==> config.mk <==
export PLATFORM = sky130hd
export DESIGN_NAME = cmplx_mul_seq
export DESIGN_NICKNAME = d
export VERILOG_FILES = /design/src/rtl/cmplx_mul_seq.sv
export SDC_FILE = /design/constraint.sdc
export NUM_CORES = 1
export LEC_CHECK = 0
export BUFFER_PORTS_ARGS = -buffer_cell sky130_fd_sc_hd__buf_2
export CAP_MARGIN = 10
export CORE_ASPECT_RATIO = 1.5
export CORE_MARGIN = 8
export CORE_UTILIZATION = 25
export CTS_CLUSTER_SIZE = 20
export DETAILED_ROUTE_END_ITERATION = 6
export HOLD_SLACK_MARGIN = 0.06
export PLACE_DENSITY = 0.52
export SYNTH_ARGS = -nofsm -noshare
export SYNTH_HDL_FRONTEND = slang
export SYNTH_SLANG_ARGS = --single-unit
==> constraint.sdc <==
create_clock -name clk -period 5.2 [get_ports clk]
set_input_delay 0.26 -clock clk [delete_from_list [all_inputs] [get_ports clk]]
set_output_delay 0.26 -clock clk [all_outputs]
set_load 0.05 [all_outputs]
==> src/rtl/cmplx_mul_seq.sv <==
`default_nettype none
// ============================================================================
//  Module      : cmplx_mul_seq
//  Description : Four-cycle complex multiplier sequencer. Computes
//                (a+jb)*(c+jd) on one shared unsigned WxW multiplier:
//                re = a*c - b*d (signed), im = a*d + b*c (unsigned).
//                Valid/ready handshakes on both the operand and result sides.
//  Revision    : 1.0 - initial release
// ============================================================================
module cmplx_mul_seq #(
    parameter int W = 8
) (
    input  logic             clk,
    input  logic             rst,
    // operand side
    input  logic             in_valid,
    output logic             in_ready,
    input  logic [W-1:0]     in_a,
    input  logic [W-1:0]     in_b,
    input  logic [W-1:0]     in_c,
    input  logic [W-1:0]     in_d,
    // shared multiplier
    output logic [W-1:0]     mul_a,
    output logic [W-1:0]     mul_b,
    input  logic [2*W-1:0]   mul_p,
    // result side
    output logic             out_valid,
    input  logic             out_ready,
    output logic [2*W:0]     out_re,
    output logic [2*W:0]     out_im,
    output logic             busy
);

    // Sequencer states; one multiply per state, DONE holds the result.
    typedef enum logic [2:0] {
        S_IDLE = 3'd0,
        S_M_AC = 3'd1,
        S_M_BD = 3'd2,
        S_M_AD = 3'd3,
        S_M_BC = 3'd4,
        S_DONE = 3'd5
    } state_t;

    state_t         r_state;
    state_t         w_state_next;

    // Latched operands: in_* are free to change once accepted.
    logic [W-1:0]   r_a;
    logic [W-1:0]   r_b;
    logic [W-1:0]   r_c;
    logic [W-1:0]   r_d;

    // Accumulators are 2W+1 bits: re spans +/-(2^W-1)^2, im up to 2*(2^W-1)^2.
    logic [2*W:0]   r_acc_re;
    logic [2*W:0]   r_acc_im;

    logic           w_accept;
    logic [2*W:0]   w_prod_ext;

    assign w_accept   = (r_state == S_IDLE) && in_valid;
    assign w_prod_ext = {1'b0, mul_p};

    // State register; reset wins over any handshake in the same cycle.
    always_ff @(posedge clk) begin
        if (rst) begin
            r_state <= S_IDLE;
        end else begin
            r_state <= w_state_next;
        end
    end

    // Next-state decode plus the state-derived handshake and multiplier outputs.
    always_comb begin
        w_state_next = r_state;
        in_ready     = 1'b0;
        out_valid    = 1'b0;
        busy         = 1'b1;
        mul_a        = '0;
        mul_b        = '0;
        unique case (r_state)
            S_IDLE: begin
                in_ready = 1'b1;
                busy     = 1'b0;
                if (in_valid) begin
                    w_state_next = S_M_AC;
                end
            end
            S_M_AC: begin
                mul_a        = r_a;
                mul_b        = r_c;
                w_state_next = S_M_BD;
            end
            S_M_BD: begin
                mul_a        = r_b;
                mul_b        = r_d;
                w_state_next = S_M_AD;
            end
            S_M_AD: begin
                mul_a        = r_a;
                mul_b        = r_d;
                w_state_next = S_M_BC;
            end
            S_M_BC: begin
                mul_a        = r_b;
                mul_b        = r_c;
                w_state_next = S_DONE;
            end
            S_DONE: begin
                out_valid = 1'b1;
                if (out_ready) begin
                    w_state_next = S_IDLE;
                end
            end
            default: begin
                w_state_next = S_IDLE;
            end
        endcase
    end

    // Operand capture on acceptance.
    always_ff @(posedge clk) begin
        if (rst) begin
            r_a <= '0;
            r_b <= '0;
            r_c <= '0;
            r_d <= '0;
        end else if (w_accept) begin
            r_a <= in_a;
            r_b <= in_b;
            r_c <= in_c;
            r_d <= in_d;
        end
    end

    // Accumulate partial products; the multiplier result is sampled at the
    // end of each multiply state. Subtraction wraps in two's complement.
    always_ff @(posedge clk) begin
        if (rst) begin
            r_acc_re <= '0;
            r_acc_im <= '0;
        end else begin
            unique case (r_state)
                S_IDLE: begin
                    if (in_valid) begin
                        r_acc_re <= '0;
                        r_acc_im <= '0;
                    end
                end
                S_M_AC:  r_acc_re <= w_prod_ext;
                S_M_BD:  r_acc_re <= r_acc_re - w_prod_ext;
                S_M_AD:  r_acc_im <= w_prod_ext;
                S_M_BC:  r_acc_im <= r_acc_im + w_prod_ext;
                default: begin
                    r_acc_re <= r_acc_re;
                    r_acc_im <= r_acc_im;
                end
            endcase
        end
    end

    // Results come straight from the accumulators, so they hold in DONE.
    assign out_re = r_acc_re;
    assign out_im = r_acc_im;

endmodule
`default_nettype wire

### Yosys cells after proc, flatten, opt, wreduce, memory -nomap -nowiden

Index checks and enable logic that the tools add are counted.

| storage, ports and cells | value |
|---|---|
| flip-flop bits (word level) | 69 |
| output and inout bits | 53 |
| logic and storage cells | 38 |

| operators by class | value |
|---|---|
| $add $sub $neg | 2 |
| eq/ne operators | 7 |
| mux-type cells | 11 |
| reductions and logical operators | 11 |

Operator list:

| operator | number |
|---|---|
| $pmux W17 S3 | 2 |
| $pmux W8 S2 | 2 |
| $pmux W3 S6 | 1 |
| $add A17 B16 Y17 | 1 |
| $mux W17 | 1 |
| $sub A17 B16 Y17 | 1 |
| $reduce_or A2 Y1 | 4 |
| $eq A3 B2 Y1 const B | 2 |
| $eq A3 B3 Y1 const B | 2 |
| $mux W3 | 2 |
| $reduce_and A2 Y1 | 3 |
| $reduce_bool A3 Y1 | 2 |
| $ne A2 B2 Y1 const B | 2 |
| $eq A3 B1 Y1 const B | 1 |
| $logic_not A3 Y1 | 1 |
| $mux W1 | 3 |
| $logic_and A1 B1 Y1 | 1 |

### Depth between registers and ports, before layout

| logic depth | value |
|---|---|
| depth after elaboration | 3 |
| depth in mapped cells | 9 |
| depth with buffers taken out | 9 |

### Worst setup path after synthesis

OpenSTA, ideal clock, no wires.

| path | value |
|---|---|
| path kind | reg-to-reg |
| start point | reg r_acc_im[0], in the netlist out_im[0] |
| end point | reg r_acc_im[10], in the netlist out_im[10] |
| library setup time | 0.074 ns |
| arrival time | 2.521 ns |
| required time | 5.126 ns |
| setup slack | 2.605 ns |
| stages on the path, launching flop included | 10 |
| buffers on the path | 0 |
| clock period less this slack | 2.595 ns |
| cell sequence | dfxtp_1 -> ha_1 -> inv_1 -> fa_1 -> nand2b_1 -> a21o_1 -> a211oi_1 -> nor2b_1 -> or3_1 -> a31oi_1 |

| between the ends | value |
|---|---|
| cells in the longest elaborated chain, start to end | 2 |

RTL lines:

| what | RTL line | RTL |
|---|---|---|
| from (decl) | 55 | `logic [2*W:0] r_acc_im;` |
| from (signal assigned) | 151 | `S_M_AD: r_acc_im <= w_prod_ext;` |
| from (signal assigned) | 152 | `S_M_BC: r_acc_im <= r_acc_im + w_prod_ext;` |
| from (signal assigned) | 155 | `r_acc_im <= r_acc_im;` |
| $add A17 B16 Y17 | 152 |  |
| $pmux W17 S3 | 142 | `unique case (r_state)` |

Every way passes these cells.
A chain may end at the register's enable or synchronous reset.

### Final worst setup path

| path | value |
|---|---|
| start point | reg r_state[1] |
| end point | out mul_a[3] |

| between the ends | value |
|---|---|
| cells in the longest elaborated chain, start to end | 3 |
| elaborated cells between the ends (all ways) | 7 |
| those cells by class | 4 x eq/ne; 1 x mux; 2 x reduce/logical |

RTL lines:

| what | RTL line | RTL |
|---|---|---|
| from (decl) | 44 | `state_t r_state;` |
| from (signal assigned) | 68 | `r_state <= w_state_next;` |
| $eq A3 B3 Y1, or another cell as far along | 80 | `unique case (r_state)` |
| $reduce_or A2 Y1 (no line) | - |  |
| $pmux W8 S2 (*) | 80 |  |
| to (decl) | 23 | `output logic [W-1:0] mul_a,` |

Mark *: on every way between the ends. The rest lies on a longest branch, timed or not.

==> flow_summary.toml <==
[outcome]
status = "completed"

[timing]
finalSetupViolations = 0
rsz0062_at_grt = "no"
fmax_ghz = 0.363
whs_ns = 0.159
relSlewSlack_pct = 28.7
setup_tns_ns = 0
post-route-period-util_pct = 52.9
fin_crit_ns = 2.75
finalHoldViolCount = 0
skew_ns = 0.00790
tightest_slew_ns = 1.07
slew_violations = 0

[grt]
globalRouteOverflowTotal = 0
first_global_vias = 4546
track_usage_pct = 12.7
grtUsageMet2_pct = 23.0
grt_pass1_wl_mm = 23.4
grt_busiest_layer = "met2"
met3_usage_pct = 2.90
grtUsageMet1_pct = 14.1
antenna_found_initial = 0
grt_max_degree = 74

[setup_path]
crit_family = "flip-flops"
crit_path_start_kind = "flip-flop"
worstPathMaxFanout = 17
crit_chain = "inv_1, nor2_1, a22oi_1, o21ai_0, buf_2"
critPathSlowestCell = "dfxtp_1"
cp-end-kind = "primary output"
reg2reg_slack_ns = 2.69
cp.required_ns = 4.94
cpPeakStageDelay_ns = 0.74
critPathKind = "flip-flop to primary output"
cp.arrival_ns = 2.49
path_buf_inv = 2

[clock_tree]
cts_sinks = 69
post_cts_resized = 0
clk_path_buf_depth = 2
ctsHoldBuffers = 0
cts_tree = "built"
cts_root_buf = "clkbuf_16"
clk-insertion-delay-late_ns = 0.33
htreeDepth = 3
clk_pin_slew_worst_paths_ns = 0.07
numCtsBuffers = 9
postCtsSetupBuffers = 0

[power_and_ir_drop]
seq_power_share_pct = 34.7
comb_power_share_pct = 28.4
internal_power_mw = 1.12
p_leak_nw = 2.44
p_switching_uw = 637
p_total_mw = 1.75
power.share.switching_pct = 36.3
ir_drop_mv = 0.177
clockPowerShare_pct = 36.9
power.density_nw_per_um2 = 319

[drt]
drt-initial-drc-count = 315
viasPerCell = 5.03
wl_per_cell_microns = 16.3
routed_wl_mm = 14.5
drt-pass1-iter-count = 7
drtAntennaViolNets = 0
route.vias.total = 4475
drc_errors = 0

[synthesis]
synth-seq-cells = 69
syn_nets = 667
synth_top_area_cell = "dfxtp_1"
yosysMostFrequentCell = "nand2_1"
yosys-top-cells-area = "dfxtp_1 (31%), ha_1 (9.2%), nand2_1 (8.5%)"
synth.avg_cell_area_sq_um = 7.73
synth-seq-area-share_pct = 30.8
synthDominantCellAreaShare_pct = 30.8
yosys_warnings = 0
synthTopCellsByCount = "nand2_1 (102), dfxtp_1 (69), a21oi_1 (62)"
synth_ff_type = "dfxtp_1"
netlist_area_sq_um = 4480
synth_async_sr_flop_share_pct = 0
ys_types = 53
syn_inst = 580
synth_edf_count = 0

[floorplan]
die_h_microns = 180
core_area_sq_um = 17800
die_area_sq_um = 22600
start_util_pct = 25.2
num_rows = 60
die_w_microns = 125
pin_count = 105

[finish]
syn_to_final_growth_pct = 22.7
n_antenna_cell = 0
final_area_sq_um = 5500
drive_gt1_share_pct = 19.9
final_nets = 755

[flow_run]
maxCapViolations = 0

[placement]
dpl_cell_area_sq_um = 5190
gp_congestion = 0.812
io_buffers = 104
dp_hpwl_mm = 10.8

[worst_hold_path]
holdCritPathClass = "primary input to flip-flop"
==> state kept, by name, indices dropped and copies added (netlist names) <==
signal / cells
out_re: 17
r_a: 8
out_im: 17
r_state: 3
r_b: 8
r_c: 8
r_d: 8
==> cell type report <==
cell class	count	area [sq um]
Tap cell	217	272
Clock inverter	7	81.3
Clock buffer	9	225
Fill cell	1954	12300
Multi-Input combinational cell	448	2860
Inverter	29	109
Sequential cell	69	1380
Timing Repair Buffer	111	573
==> worst register-to-register path: cells and delay by family (launching register included) <==
family / cells / cell delay [ns]
AND/OR/NAND/NOR: 3 / 0.63
adder cells (fa/ha/maj): 2 / 0.58
buffers and inverters: 1 / 0.06
flip-flops: 1 / 0.35
AO/OA/AOI/OAI: 3 / 0.82
==> path summary, 6_finish.rpt <==
path	startpoint	end	depth (start not counted)
max	r_state[1]	mul_a[3]	5
min	in_b[2]	r_b[2]	3
max reg2reg	out_im[0]	out_im[10]	9
min reg2reg	r_d[4]	r_d[4]	2
==> placed cells by master (no fill, tap or decap), types with 3 or more instances in the layout <==
| cell | instances |
|---|---|
| nand3_1 | 4 |
| a22oi_1 | 30 |
| inv_1 | 29 |
| xnor2_1 | 18 |
| nand2b_1 | 6 |
| buf_2 | 104 |
| buf_4 | 7 |
| o21ai_1 | 3 |
| o21a_1 | 5 |
| nand3b_1 | 3 |
| o21bai_1 | 4 |
| a222oi_1 | 14 |
| a31oi_1 | 5 |
| a211oi_1 | 3 |
| o21ai_0 | 31 |
| xor2_1 | 4 |
| clkbuf_16 | 9 |
| dfxtp_1 | 69 |
| a21oi_1 | 62 |
| a21o_1 | 14 |
| nor3_1 | 6 |
| and2_1 | 6 |
| nand2_1 | 102 |
| or3_1 | 3 |
| o22ai_1 | 11 |
| o211ai_1 | 4 |
| ha_1 | 33 |
| nor2_1 | 40 |
| inv_6 | 4 |
| nor2b_1 | 6 |
==> stage by stage <==
stage / setup WS [ns] / util (%) / instances
floorplan: 2.60 / - / 580
global placement: 2.61 / 29.2 / 874
detailed placement: 2.60 / 29.2 / 874
CTS: 2.42 / 30.9 / 890
global route: 2.26 / 30.9 / 890
finish: 2.45 / 30.9 / 890
==> kinds of logic after synthesis <==
kind of cell | after synthesis | synth area share [%]
AOI/OAI and AO/OA | 205 | 30.8
xor gates and xnor gates | 22 | 4.30
adders and majority gates | 35 | 10.1
buffers and inverters | 63 | 5.44
DFF | 69 | 30.8
muxes | 1 | 0.251
and+or+nand+nor | 185 | 18.3
==> routing by layer <==
metal | vias to the layer above | wire, microns
met3 | 16 | 731
met2 | 118 | 7520
met4 | 0 | 297
met1 | 2075 | 5980
met5 | - | 0
li1 | 2266 | -
==> power by group through the flow <==
| stage | Clock, mW | Combinational [mW] | Sequential [mW] |
|---|---|---|---|
| 6_report | 0.647 | 0.498 | 0.609 |
| 5_1_grt | 0.682 | 0.546 | 0.616 |
| 4_1_cts | 0.660 | 0.502 | 0.610 |
| 3_5_place_dp | 0 | 0.500 | 0.622 |
| 3_3_place_gp | 0 | 0.500 | 0.622 |
| 2_1_floorplan | 0 | 0.320 | 0.668 |
(Power assumes the default switching activity.)
